===== config.mk =====
export PLATFORM = sky130hd
export DESIGN_NAME = systolic_feeder
export DESIGN_NICKNAME = d
export VERILOG_FILES = /design/src/rtl/systolic_pkg.sv /design/src/rtl/systolic_skew_lane.sv /design/src/rtl/systolic_feeder.sv
export SDC_FILE = /design/constraint.sdc
export NUM_CORES = 1
export LEC_CHECK = 0
export CAP_MARGIN = 20
export CORE_UTILIZATION = 60
export DETAILED_ROUTE_END_ITERATION = 7
export PLACE_DENSITY = 0.78
export SKIP_CTS_REPAIR_TIMING = 1
export SYNTH_ARGS = -nofsm -noshare
export SYNTH_HDL_FRONTEND = slang
export SYNTH_SLANG_ARGS = --single-unit

===== constraint.sdc =====
create_clock -name clk -period 7.5 [get_ports clk]
set_input_delay 1.125 -clock clk [delete_from_list [all_inputs] [get_ports clk]]
set_output_delay 1.125 -clock clk [all_outputs]
set_load 0.01 [all_outputs]

===== src/rtl/systolic_pkg.sv =====
// Shared types and helpers for the systolic feeder: FSM states, sequence lengths and
// flat-row element extraction.
package systolic_pkg;

   typedef enum logic [2:0] {
      StIdle,
      StClear,
      StFeed,
      StDrain,
      StDone
   } feed_state_e;

   // Upper bounds for the generic row/element helper below.
   localparam int unsigned MAX_ROW_W  = 1024;
   localparam int unsigned MAX_ELEM_W = 64;

   function automatic int unsigned feed_beats(input int unsigned size);
      return 2 * size - 1;
   endfunction

   function automatic int unsigned drain_beats(input int unsigned size);
      return size;
   endfunction

   function automatic int unsigned cnt_width(input int unsigned size);
      return $clog2(3 * size + 1);
   endfunction

   // Element k of a flat row whose elements are dw bits wide.
   function automatic logic [MAX_ELEM_W-1:0] lane_elem(input logic [MAX_ROW_W-1:0] row,
                                                       input int unsigned k,
                                                       input int unsigned dw);
      logic [MAX_ELEM_W-1:0] mask;
      mask = (MAX_ELEM_W'(1) << dw) - MAX_ELEM_W'(1);
      return MAX_ELEM_W'(row >> (k * dw)) & mask;
   endfunction

endpackage


===== src/rtl/systolic_skew_lane.sv =====
// One skewed lane: at beat t it presents element t-LANE of its vector, or zero outside
// the lane's active window.
module systolic_skew_lane
   import systolic_pkg::*;
#(
   parameter int unsigned LANE       = 0,
   parameter int unsigned SIZE       = 3,
   parameter int unsigned DATA_WIDTH = 10,
   localparam int unsigned CNT_W     = cnt_width(SIZE)
) (
   input  logic [CNT_W-1:0]           beat,
   input  logic [SIZE*DATA_WIDTH-1:0] vec,
   output logic [DATA_WIDTH-1:0]      elem
);

   int idx;

   always_comb begin
      elem = '0;
      idx  = int'(beat) - int'(LANE);
      if (idx >= 0 && idx < int'(SIZE)) begin
         elem = DATA_WIDTH'(lane_elem(MAX_ROW_W'(vec), unsigned'(idx), DATA_WIDTH));
      end
   end

endmodule


===== src/rtl/systolic_feeder.sv =====
// Operand store and skewed-wavefront driver for the systolic matrix-multiply array:
// clear, feed 2*SIZE-1 skewed beats, drain SIZE zero beats, then pulse done.
module systolic_feeder
   import systolic_pkg::*;
#(
   parameter int unsigned SIZE       = 3,
   parameter int unsigned DATA_WIDTH = 10,
   localparam int unsigned IDX_W     = (SIZE > 1) ? $clog2(SIZE) : 1
) (
   input  logic                       clk,
   input  logic                       rst,
   input  logic                       load_en,
   input  logic                       load_sel,
   input  logic [IDX_W-1:0]           load_idx,
   input  logic [SIZE*DATA_WIDTH-1:0] load_data,
   input  logic                       start,
   output logic [SIZE*DATA_WIDTH-1:0] a_out,
   output logic [SIZE*DATA_WIDTH-1:0] b_out,
   output logic                       feed_valid,
   output logic                       acc_clr,
   output logic                       busy,
   output logic                       done
);

   localparam int unsigned ROW_W       = SIZE * DATA_WIDTH;
   localparam int unsigned CNT_W       = cnt_width(SIZE);
   localparam int unsigned FEED_BEATS  = feed_beats(SIZE);
   localparam int unsigned DRAIN_BEATS = drain_beats(SIZE);

   feed_state_e      state_q, state_d;
   logic [CNT_W-1:0] cnt_q, cnt_d;
   logic [ROW_W-1:0] a_mem_q [SIZE];
   logic [ROW_W-1:0] b_mem_q [SIZE];
   logic [ROW_W-1:0] b_col   [SIZE];
   logic [ROW_W-1:0] a_lane, b_lane;
   logic             load_ok;

   assign load_ok = (state_q == StIdle) && load_en && (32'(load_idx) < SIZE);

   always_ff @(posedge clk or negedge rst) begin
      if (!rst) begin
         for (int r = 0; r < int'(SIZE); r++) begin
            a_mem_q[r] <= '0;
            b_mem_q[r] <= '0;
         end
      end else if (load_ok) begin
         if (load_sel) b_mem_q[load_idx] <= load_data;
         else          a_mem_q[load_idx] <= load_data;
      end
   end

   // Column j of B, element k taken from row k.
   always_comb begin
      for (int j = 0; j < int'(SIZE); j++) begin
         b_col[j] = '0;
         for (int k = 0; k < int'(SIZE); k++) begin
            b_col[j][k*DATA_WIDTH +: DATA_WIDTH] = b_mem_q[k][j*DATA_WIDTH +: DATA_WIDTH];
         end
      end
   end

   // Lanes are indexed by the next beat so the registered outputs line up with state_d.
   for (genvar g = 0; g < int'(SIZE); g++) begin : g_lane
      systolic_skew_lane #(
         .LANE       (g),
         .SIZE       (SIZE),
         .DATA_WIDTH (DATA_WIDTH)
      ) u_a_lane (
         .beat (cnt_d),
         .vec  (a_mem_q[g]),
         .elem (a_lane[g*DATA_WIDTH +: DATA_WIDTH])
      );
      systolic_skew_lane #(
         .LANE       (g),
         .SIZE       (SIZE),
         .DATA_WIDTH (DATA_WIDTH)
      ) u_b_lane (
         .beat (cnt_d),
         .vec  (b_col[g]),
         .elem (b_lane[g*DATA_WIDTH +: DATA_WIDTH])
      );
   end

   always_comb begin
      state_d = state_q;
      cnt_d   = cnt_q;
      unique case (state_q)
         StIdle: if (start) state_d = StClear;
         StClear: begin
            state_d = StFeed;
            cnt_d   = '0;
         end
         StFeed: begin
            if (cnt_q == CNT_W'(FEED_BEATS - 1)) begin
               state_d = StDrain;
               cnt_d   = '0;
            end else begin
               cnt_d = cnt_q + 1'b1;
            end
         end
         StDrain: begin
            if (cnt_q == CNT_W'(DRAIN_BEATS - 1)) state_d = StDone;
            else                                  cnt_d   = cnt_q + 1'b1;
         end
         StDone:  state_d = StIdle;
         default: state_d = StIdle;
      endcase
   end

   always_ff @(posedge clk or negedge rst) begin
      if (!rst) begin
         state_q    <= StIdle;
         cnt_q      <= '0;
         a_out      <= '0;
         b_out      <= '0;
         feed_valid <= 1'b0;
         acc_clr    <= 1'b0;
         busy       <= 1'b0;
         done       <= 1'b0;
      end else begin
         state_q    <= state_d;
         cnt_q      <= cnt_d;
         a_out      <= (state_d == StFeed) ? a_lane : '0;
         b_out      <= (state_d == StFeed) ? b_lane : '0;
         feed_valid <= (state_d == StFeed);
         acc_clr    <= (state_d == StClear);
         busy       <= (state_d == StClear) || (state_d == StFeed) || (state_d == StDrain);
         done       <= (state_d == StDone);
      end
   end

endmodule


==> results.sh <==
export IMPL_status="finished, final reports clean"
export IMPL_firstDrtPassIters=6
export IMPL_antenna_found_initial=0
export IMPL_h_tree_depth=1
export IMPL_viasPerCell=6.65
export IMPL_die_w_um=155
export IMPL_ys_warn_count=0
export IMPL_synthesis_nets=1327
export IMPL_ys_top_cells_by_count="dfrtp_1 (251), mux2_2 (188), nand2_1 (106), a21oi_1 (83), mux2i_1 (60)"
export IMPL_rsz0062_at_grt="false"
export IMPL_worstHoldStart="a_mem_q[0]$_DFFE_PN0P_"
export IMPL_rr_startpoint="cnt_q[0]$_DFF_PN0_"
export IMPL_cts_tree="built"
export IMPL_hp_class="flop to flop"
export IMPL_grt_total_usage_pct=33.8
export IMPL_pin_count=101
export IMPL_vias=10944
export IMPL_layout_setup_ws_ns=0.414
export IMPL_cp_end_kind="flop"
export IMPL_die_area_mm2=0.0239
export IMPL_layout_area_seq_mm2=0.00628
export IMPL_fin_crit_sh_pct=94.5
export IMPL_die_y_um=155
export IMPL_startpoint="cnt_q[0]$_DFF_PN0_"
export IMPL_path_clk_slew_ns=0.06
export IMPL_row_count=55
export IMPL_wl_per_cell_um=24.0
export IMPL_synthArstFlopShare_pct=100
export IMPL_slew_violations=0
export IMPL_syn_to_final_growth_pct=14.7
export IMPL_synth_area_leader_cell="dfrtp_1"
export IMPL_max_freq_mhz=141
export IMPL_setup_viol=0
export IMPL_multi_input_area_mm2=0.00719
export IMPL_drt_drc_violations_left=0
export IMPL_worstSetupPathType="flop to flop"
export IMPL_syn_inst=1252
export IMPL_max_stage_delay_ns=0.68
export IMPL_worstPathMaxFanout=23
export IMPL_path_cells="inv_1 > ha_1 > or3b_2 > a221o_1 > buf_4 > nand2_4 > clkinv_2 > a21boi_0 > xor2_1 > ha_1 > ha_1 > fa_1 > and2_1 > o21ai_0 > ha_1 > nor4b_1 > o2111ai_1 > nor3_1 > o211ai_1 > or3_2 > a211oi_1"
export IMPL_synth_area_leaders="dfrtp_1 (45%), mux2_2 (15%), mux4_2 (5.6%)"
export IMPL_preCtsSetupSlack_ns=0.465
export IMPL_grt_pass1_vias=10463
export IMPL_cts_sinks=251
export IMPL_core_mm2=0.0228
export IMPL_relSlewSlack_pct=34.7
export IMPL_num_antenna_cells=0
export IMPL_crit_arrival_ns=7.51
export IMPL_seq_area_frac_synth_pct=44.9
export IMPL_grt_pass1_wl_mm=62.0
export IMPL_finalHoldViolCount=0
export IMPL_cp_required_ns=7.92
export IMPL_dp_hpwl_mm=27.0
export IMPL_clk_root_buffer_cell="clkbuf_16"
export IMPL_cap_violations=0
export IMPL_totalWireLength_mm=39.5
export IMPL_clock_path_buffers=3
export IMPL_synthMostInstantiatedCell="dfrtp_1"
export IMPL_cts_inserted_buffers=26
export IMPL_drt_iter0_drc=1101
export IMPL_cpMaxStageDelayCell="or3b_2"
export IMPL_ys_seq_elements=251
export IMPL_period_minus_slack_ns=7.09
export IMPL_avgSynthCellArea_um2=11.2
export IMPL_crit_top_cell="ha_1"
export IMPL_clk_latency_ns=0.55
export IMPL_netlist_area_leader_share_pct=44.9
export IMPL_start_kind="flop"
export IMPL_timing_setup_tns_ns=0
export IMPL_skew_ns=0.0192
export IMPL_nets=1389
export IMPL_nFillCells=1637
export IMPL_ys_types=80
export IMPL_syn_area_mm2=0.0140
export IMPL_overflow=0
export IMPL_gp_congestion=0.952
export IMPL_synth_top_flop_cell="dfrtp_1"
export IMPL_initial_core_util_pct=61.4
export IMPL_numPortBuffers=100
export IMPL_synth_edf_count=0
export IMPL_drive_above_1_share_pct=23.3
export IMPL_worstMarginPinSlew_ns=0.980
export IMPL_postRouteAntennaNets=0
export IMPL_grt_max_degree=93
-- cells in the final DEF, fill, tap and decap left out, types with 23 or more instances in the layout --
| cell | Yosys | routed |
|---|---|---|
| o22ai_1 | 23 | 23 |
| mux4_2 | 35 | 35 |
| nand2_1 | 106 | 106 |
| dfrtp_1 | 251 | 251 |
| clkdlybuf4s50_1 | 0 | 99 |
| clkbuf_16 | 0 | 26 |
| mux2_2 | 188 | 188 |
| nand3_1 | 47 | 47 |
| inv_1 | 29 | 29 |
| mux2i_1 | 60 | 60 |
| buf_4 | 3 | 24 |
| ha_1 | 36 | 36 |
| a21oi_1 | 83 | 83 |
| nor2_1 | 54 | 54 |
| a211oi_1 | 23 | 23 |
| o21ai_0 | 51 | 51 |
-- per-stage QoR --
step           area, um^2  util (%)  hold WS (ns)  cells
2_1_floorplan       14000         -         0.474   1252
3_3_place_gp        15200      66.6         0.488   1598
3_5_place_dp        15200      66.6         0.494   1598
4_1_cts             16000      70.2         0.508   1644
5_1_grt             16000      70.4         0.518   1645
6_report            16000      70.4         0.507   1645
-- kinds of logic after synthesis --
family / Yosys count / synth area share [%]
multiplexers: 286 / 25.3
AND/OR/NAND/NOR: 276 / 9.42
AO/OA/AOI/OAI: 272 / 12.8
flip-flops: 251 / 44.9
buffers and inverters: 125 / 3.82
adder cells (fa/ha/maj): 38 / 3.51
XOR/XNOR: 4 / 0.251
-- metal layers --
metal	up-vias	GRT usage, %	part of all wire [%]
met4	0	8.16	2.5
met1	5479	51.3	43
li1	4773	-	-
met5	-	0	0
met2	618	50.0	44
met3	74	6.58	10
-- worst max-delay path, delay by kind of cell, from the launching register on --
kind / cells / cell delay (ns)
flops: 1 / 0.59
fa+ha+maj: 5 / 1.27
buf+inv: 3 / 0.90
simple gates: 6 / 2.28
xor+xnor: 1 / 0.29
compound gates: 6 / 1.60
-- registers in the layout (all words and copies together) (netlist names) --
signal	count
done	1
state_q	3
cnt_q	4
acc_clr	1
a_out	30
a_mem_q	90
b_col	90
busy	1
b_out	30
feed_valid	1
-- worst paths after layout --
kind / end / slack, ns / depth (start not counted)
setup / recovery: a_out[10]$_DFF_PN0_ / 0.41 / 21
hold / removal: a_mem_q[0]$_DFFE_PN0P_ / 0.51 / 1
setup reg to reg: a_out[10]$_DFF_PN0_ / 0.41 / 21
hold reg to reg: a_mem_q[0]$_DFFE_PN0P_ / 0.51 / 1
max in group asynchronous: b_col[24]$_DFFE_PN0P_ / 5.45 / 2
min in group asynchronous: b_out[5]$_DFF_PN0_ / 0.60 / 1
-- final cells by class --
type	count	share of cell area [%]
flip-flops and latches	251	39.2
multi-input cells	876	44.8
well taps	313	2.44
clock buffers	38	4.72
clock inverters	8	0.445
repair buffers	125	7.57
inverters	34	0.804
Power is left out: the tool's default activity adds up to more than one toggle a clock period on the data nets, which glitch-free logic cannot reach.
==> patch 1 (same flow settings) <==
`SIZE` is set to 3 in 2 places; all go to 2.
--- a/src/rtl/systolic_skew_lane.sv
+++ b/src/rtl/systolic_skew_lane.sv
@@ -6,3 +6,3 @@
    parameter int unsigned LANE       = 0,
-   parameter int unsigned SIZE       = 3,
+   parameter int unsigned SIZE       = 2,
    parameter int unsigned DATA_WIDTH = 10,
--- a/src/rtl/systolic_feeder.sv
+++ b/src/rtl/systolic_feeder.sv
@@ -5,3 +5,3 @@
 #(
-   parameter int unsigned SIZE       = 3,
+   parameter int unsigned SIZE       = 2,
    parameter int unsigned DATA_WIDTH = 10,
Interface: changed (resized a_out, b_out, load_data and load_idx); port bits go from 101 to 70. No check against the original RTL was run, so the function may have changed too.
==> patch 1 against the original RTL <==
- wire length decreased by 63%
- largest cell class is now registers
- first-iteration DRC count decreased by 64%
- sequential cell count decreased by 121
- synthesized area decreased by 55%
- design area decreased by 52%
- worst hold slack got worse by 0.0036 ns
- worst setup slack improved by 1.8 ns
Power is not shown: default switching activity piles up to over one toggle a cycle in this logic, so the estimate is an artifact.
==> patch 1: results (changes against the original RTL) <==
synthTopCellsByArea: "dfrtp_1 51%, mux2_2 15%, nand2_1 4.8%"
crit_fanout: 19  # -17%
drive_gt1_share_pct: 23.0  # -0.28 points
worstReg2RegEnd: "a_out[14]$_DFF_PN0_"
clock_skew_ns: 0.00833  # -0.0108 ns
avgSynthCellArea_sq_um: 11.6  # +3.6%
clk_latency_ns: 0.53  # -0.02 ns
routed_wl_um: 14700  # -63%
status: "complete, no violations"
grt_pass1_wl_um: 24500  # -61%
nNetsFinal: 650  # -53%
grt.total_usage_pct: 29.4  # -4.4 points
met3_length_um: 884  # -78%
r2r-start: "cnt_q[1]$_DFF_PN0_"
wl_met1_um: 6480  # -62%
cts_made_buffers: 17  # -35%
vias_per_cell: 6.14  # -7.7%
grt_max_degree: 84  # -9.7%
finalWorstSetupSlack_ns: 2.24  # +1.83 ns
firstDrtPassIters: 5  # -1
ys_seq_area_share_pct: 51.2  # +6.3 points
portBuffers: 69  # -31%
first_iter_violations: 392  # -64%
use_met2_pct: 45.5  # -4.5 points
worst_path_max_delay_cell: "or2_0"
htreeDepth: 4  # +3
hold_end: "b_col[27]$_DFFE_PN0P_"
fillers: 724  # -56%
cpPeakStageDelay_ns: 0.55  # -0.13 ns
cts_root_buffer: "clkbuf_8"
hpwlAfterDp_um: 9870  # -64%
clockBufferDepth: 2  # -1
place.gp.congestion: 0.919  # -3.5%
syn_nets: 590  # -56%
## patch 1: changes by cell type in the layout (fill, tap and decap cells not counted), moves of 19 or more
cell and delta:
dfrtp_1 -121, ha_1 -22, mux4_2 -28, mux2i_1 -34, a21oi_1 -48, o22ai_1 -19, a211oi_1 -22, mux2_2 -105
clkdlybuf4s50_1 -31, nor2_1 -38, nand2_1 -26, o21ai_0 -44, nand3_1 -43
## patch 1: layout make-up
cell class / count / area [sq um] / share of cell area (%)
multi-input cells: 370 / 2870 / 37.4
clock inverters: 11 / 101 / 1.32
inverters: 14 / 55.1 / 0.718
repair buffers: 76 / 761 / 9.92
well taps: 136 / 170 / 2.22
flip-flops and latches: 130 / 3250 / 42.4
clock buffers: 21 / 459 / 5.99
## patch 1: cells by family after synthesis
group / after synthesis / share of synthesized area, %
flops: 130 / 51.2
xor+xnor: 2 / 0.276
simple gates: 157 / 12.1
mux: 116 / 21.3
fa+ha+maj: 15 / 3.07
buf+inv: 49 / 3.66
compound gates: 80 / 8.32
==> patch 2 (same settings) <==
Made on the original files. Reset style: synchronous (`rst`), changed in 2 clocked blocks.
--- a/src/rtl/systolic_feeder.sv
+++ b/src/rtl/systolic_feeder.sv
@@ -39,3 +39,3 @@
 
-   always_ff @(posedge clk or negedge rst) begin
+   always_ff @(posedge clk) begin
       if (!rst) begin
@@ -109,3 +109,3 @@
 
-   always_ff @(posedge clk or negedge rst) begin
+   always_ff @(posedge clk) begin
       if (!rst) begin
Formal check against the unedited RTL: differs if rst is asserted again (counterexample within 4 cycles, from zero or initial values and one cycle with rst low); with rst held inactive, the same outputs for 4 cycles.
==> patch 2 against the original RTL <==
- non-clock buffer count is 4 lower
- sequential cell count did not move
- design area shrank 4.9%
- wire length fell by 11%
- critical path depth grew 3
- synthesized area is 5.8% lower
- worst setup slack better by 0.63 ns
- largest cell class is now registers
==> patch 2: results (changes against the original RTL) <==
status: "complete, no violations"
cts_root_buffer: "clkbuf_16"
drive_gt1_share_pct: 8.76  # -15 points
hp-start: "b_mem_q[2][4]$_SDFFCE_PN0P_"
grt_max_degree: 58  # -38%
cpPeakStageDelay_ns: 0.61  # -0.07 ns
fillers: 1518  # -7.3%
regToRegSetupSlack_ns: 1.05  # +0.63 ns
synth_edf_count: 180  # +180
place.gp.congestion: 0.947  # -0.56%
grt_pass1_vias: 9331  # -11%
grt_pass1_wl_um: 53700  # -13%
synth_cell_type_count: 69  # -14%
synth_flop_cell: "edfxtp_1"
syn_nets: 1278  # -3.7%
ys_seq_area_share_pct: 51.8  # +6.9 points
worstPathArrival_ns: 6.90  # -0.61 ns
vias_per_cell: 6.28  # -5.6%
ff2ff_path_depth: 24  # +14%
grt.total_usage_pct: 31.9  # -1.9 points
clock_skew_ns: 0.0128  # -0.00640 ns
synth_common_cells: "185 x and2_1, 180 x edfxtp_1, 158 x nand2_1, 85 x mux2i_1, 71 x dfxtp_1"
synthTopCellsByArea: "edfxtp_1 41%, dfxtp_1 11%, and2_1 8.8%"
synthArstFlopShare_pct: 0  # -100 points
crit_end: "b_out[20]$_SDFF_PP0_"
cts_made_buffers: 27  # +3.8%
nNetsFinal: 1353  # -2.6%
portBuffers: 100  # unchanged
startpoint: "cnt_q[0]$_SDFF_PN0_"
drcViolationCount: 0  # unchanged
crit_fanout: 38  # +65%
min_path_type: "flop to flop"
worst_pin_slew_ns: 1.11  # +0.130 ns
avgRoutedWirePerCell_um: 22.3  # -7.0%
holdPathStages: 2  # +1
hpwlAfterDp_um: 23500  # -13%
hold_end: "b_out[4]$_SDFF_PP0_"
first_iter_violations: 1072  # -2.6%
worst_path_max_delay_cell: "a21oi_1"
[patch 2: changes by cell type after synthesis, sizes merged, moves of 25 or more]
cell	unedited run	this run
and2	6	185
edfxtp	0	180
dfrtp	251	0
mux2i	60	85
nand2	107	158
mux2	191	8
dfxtp	0	71
[patch 2: kinds of logic after synthesis]
group                    synth area share, %
AND/OR/NAND/NOR                         20.0
flip-flops                              51.8
AO/OA/AOI/OAI                           9.22
multiplexers                            12.1
buffers and inverters                   3.00
adder cells (fa/ha/maj)                 3.44
XOR/XNOR                               0.399
[patch 2: final cells by class]
type / count / area (sq um) / share of cell area [%]
Clock buffer: 36 / 719 / 4.72
Clock inverter: 14 / 148 / 0.968
Inverter: 16 / 62.6 / 0.410
Multi-Input combinational cell: 864 / 5990 / 39.3
Sequential cell: 251 / 6830 / 44.8
Tap cell: 275 / 344 / 2.26
Timing Repair Buffer: 121 / 1160 / 7.60
[patch 2: power by group]
part           switching [uW]  internal (uW)
Clock                     529            775
Combinational             510            323
Sequential               28.6           1540
Total                    1070           2630
[patch 2: layer usage]
layer / GRT usage [%] / share of wire, %
met3: 6.12 / 9.7
met2: 48.6 / 45
met4: 11.3 / 3.3
met1: 45.8 / 42
met5: 0 / 0
[patch 2: stage by stage]
| step | instance area (sq um) | setup WS [ns] | hold WS, ns | instances |
|---|---|---|---|---|
| 2_1_floorplan | 13200 | 1.28 | 0.448 | 1206 |
| 3_3_place_gp | 14400 | 1.34 | 0.458 | 1527 |
| 3_5_place_dp | 14400 | 1.18 | 0.473 | 1527 |
| 4_1_cts | 15200 | 1.12 | 0.498 | 1577 |
| 5_1_grt | 15200 | 0.499 | 0.514 | 1577 |
| 6_report | 15200 | 1.05 | 0.492 | 1577 |
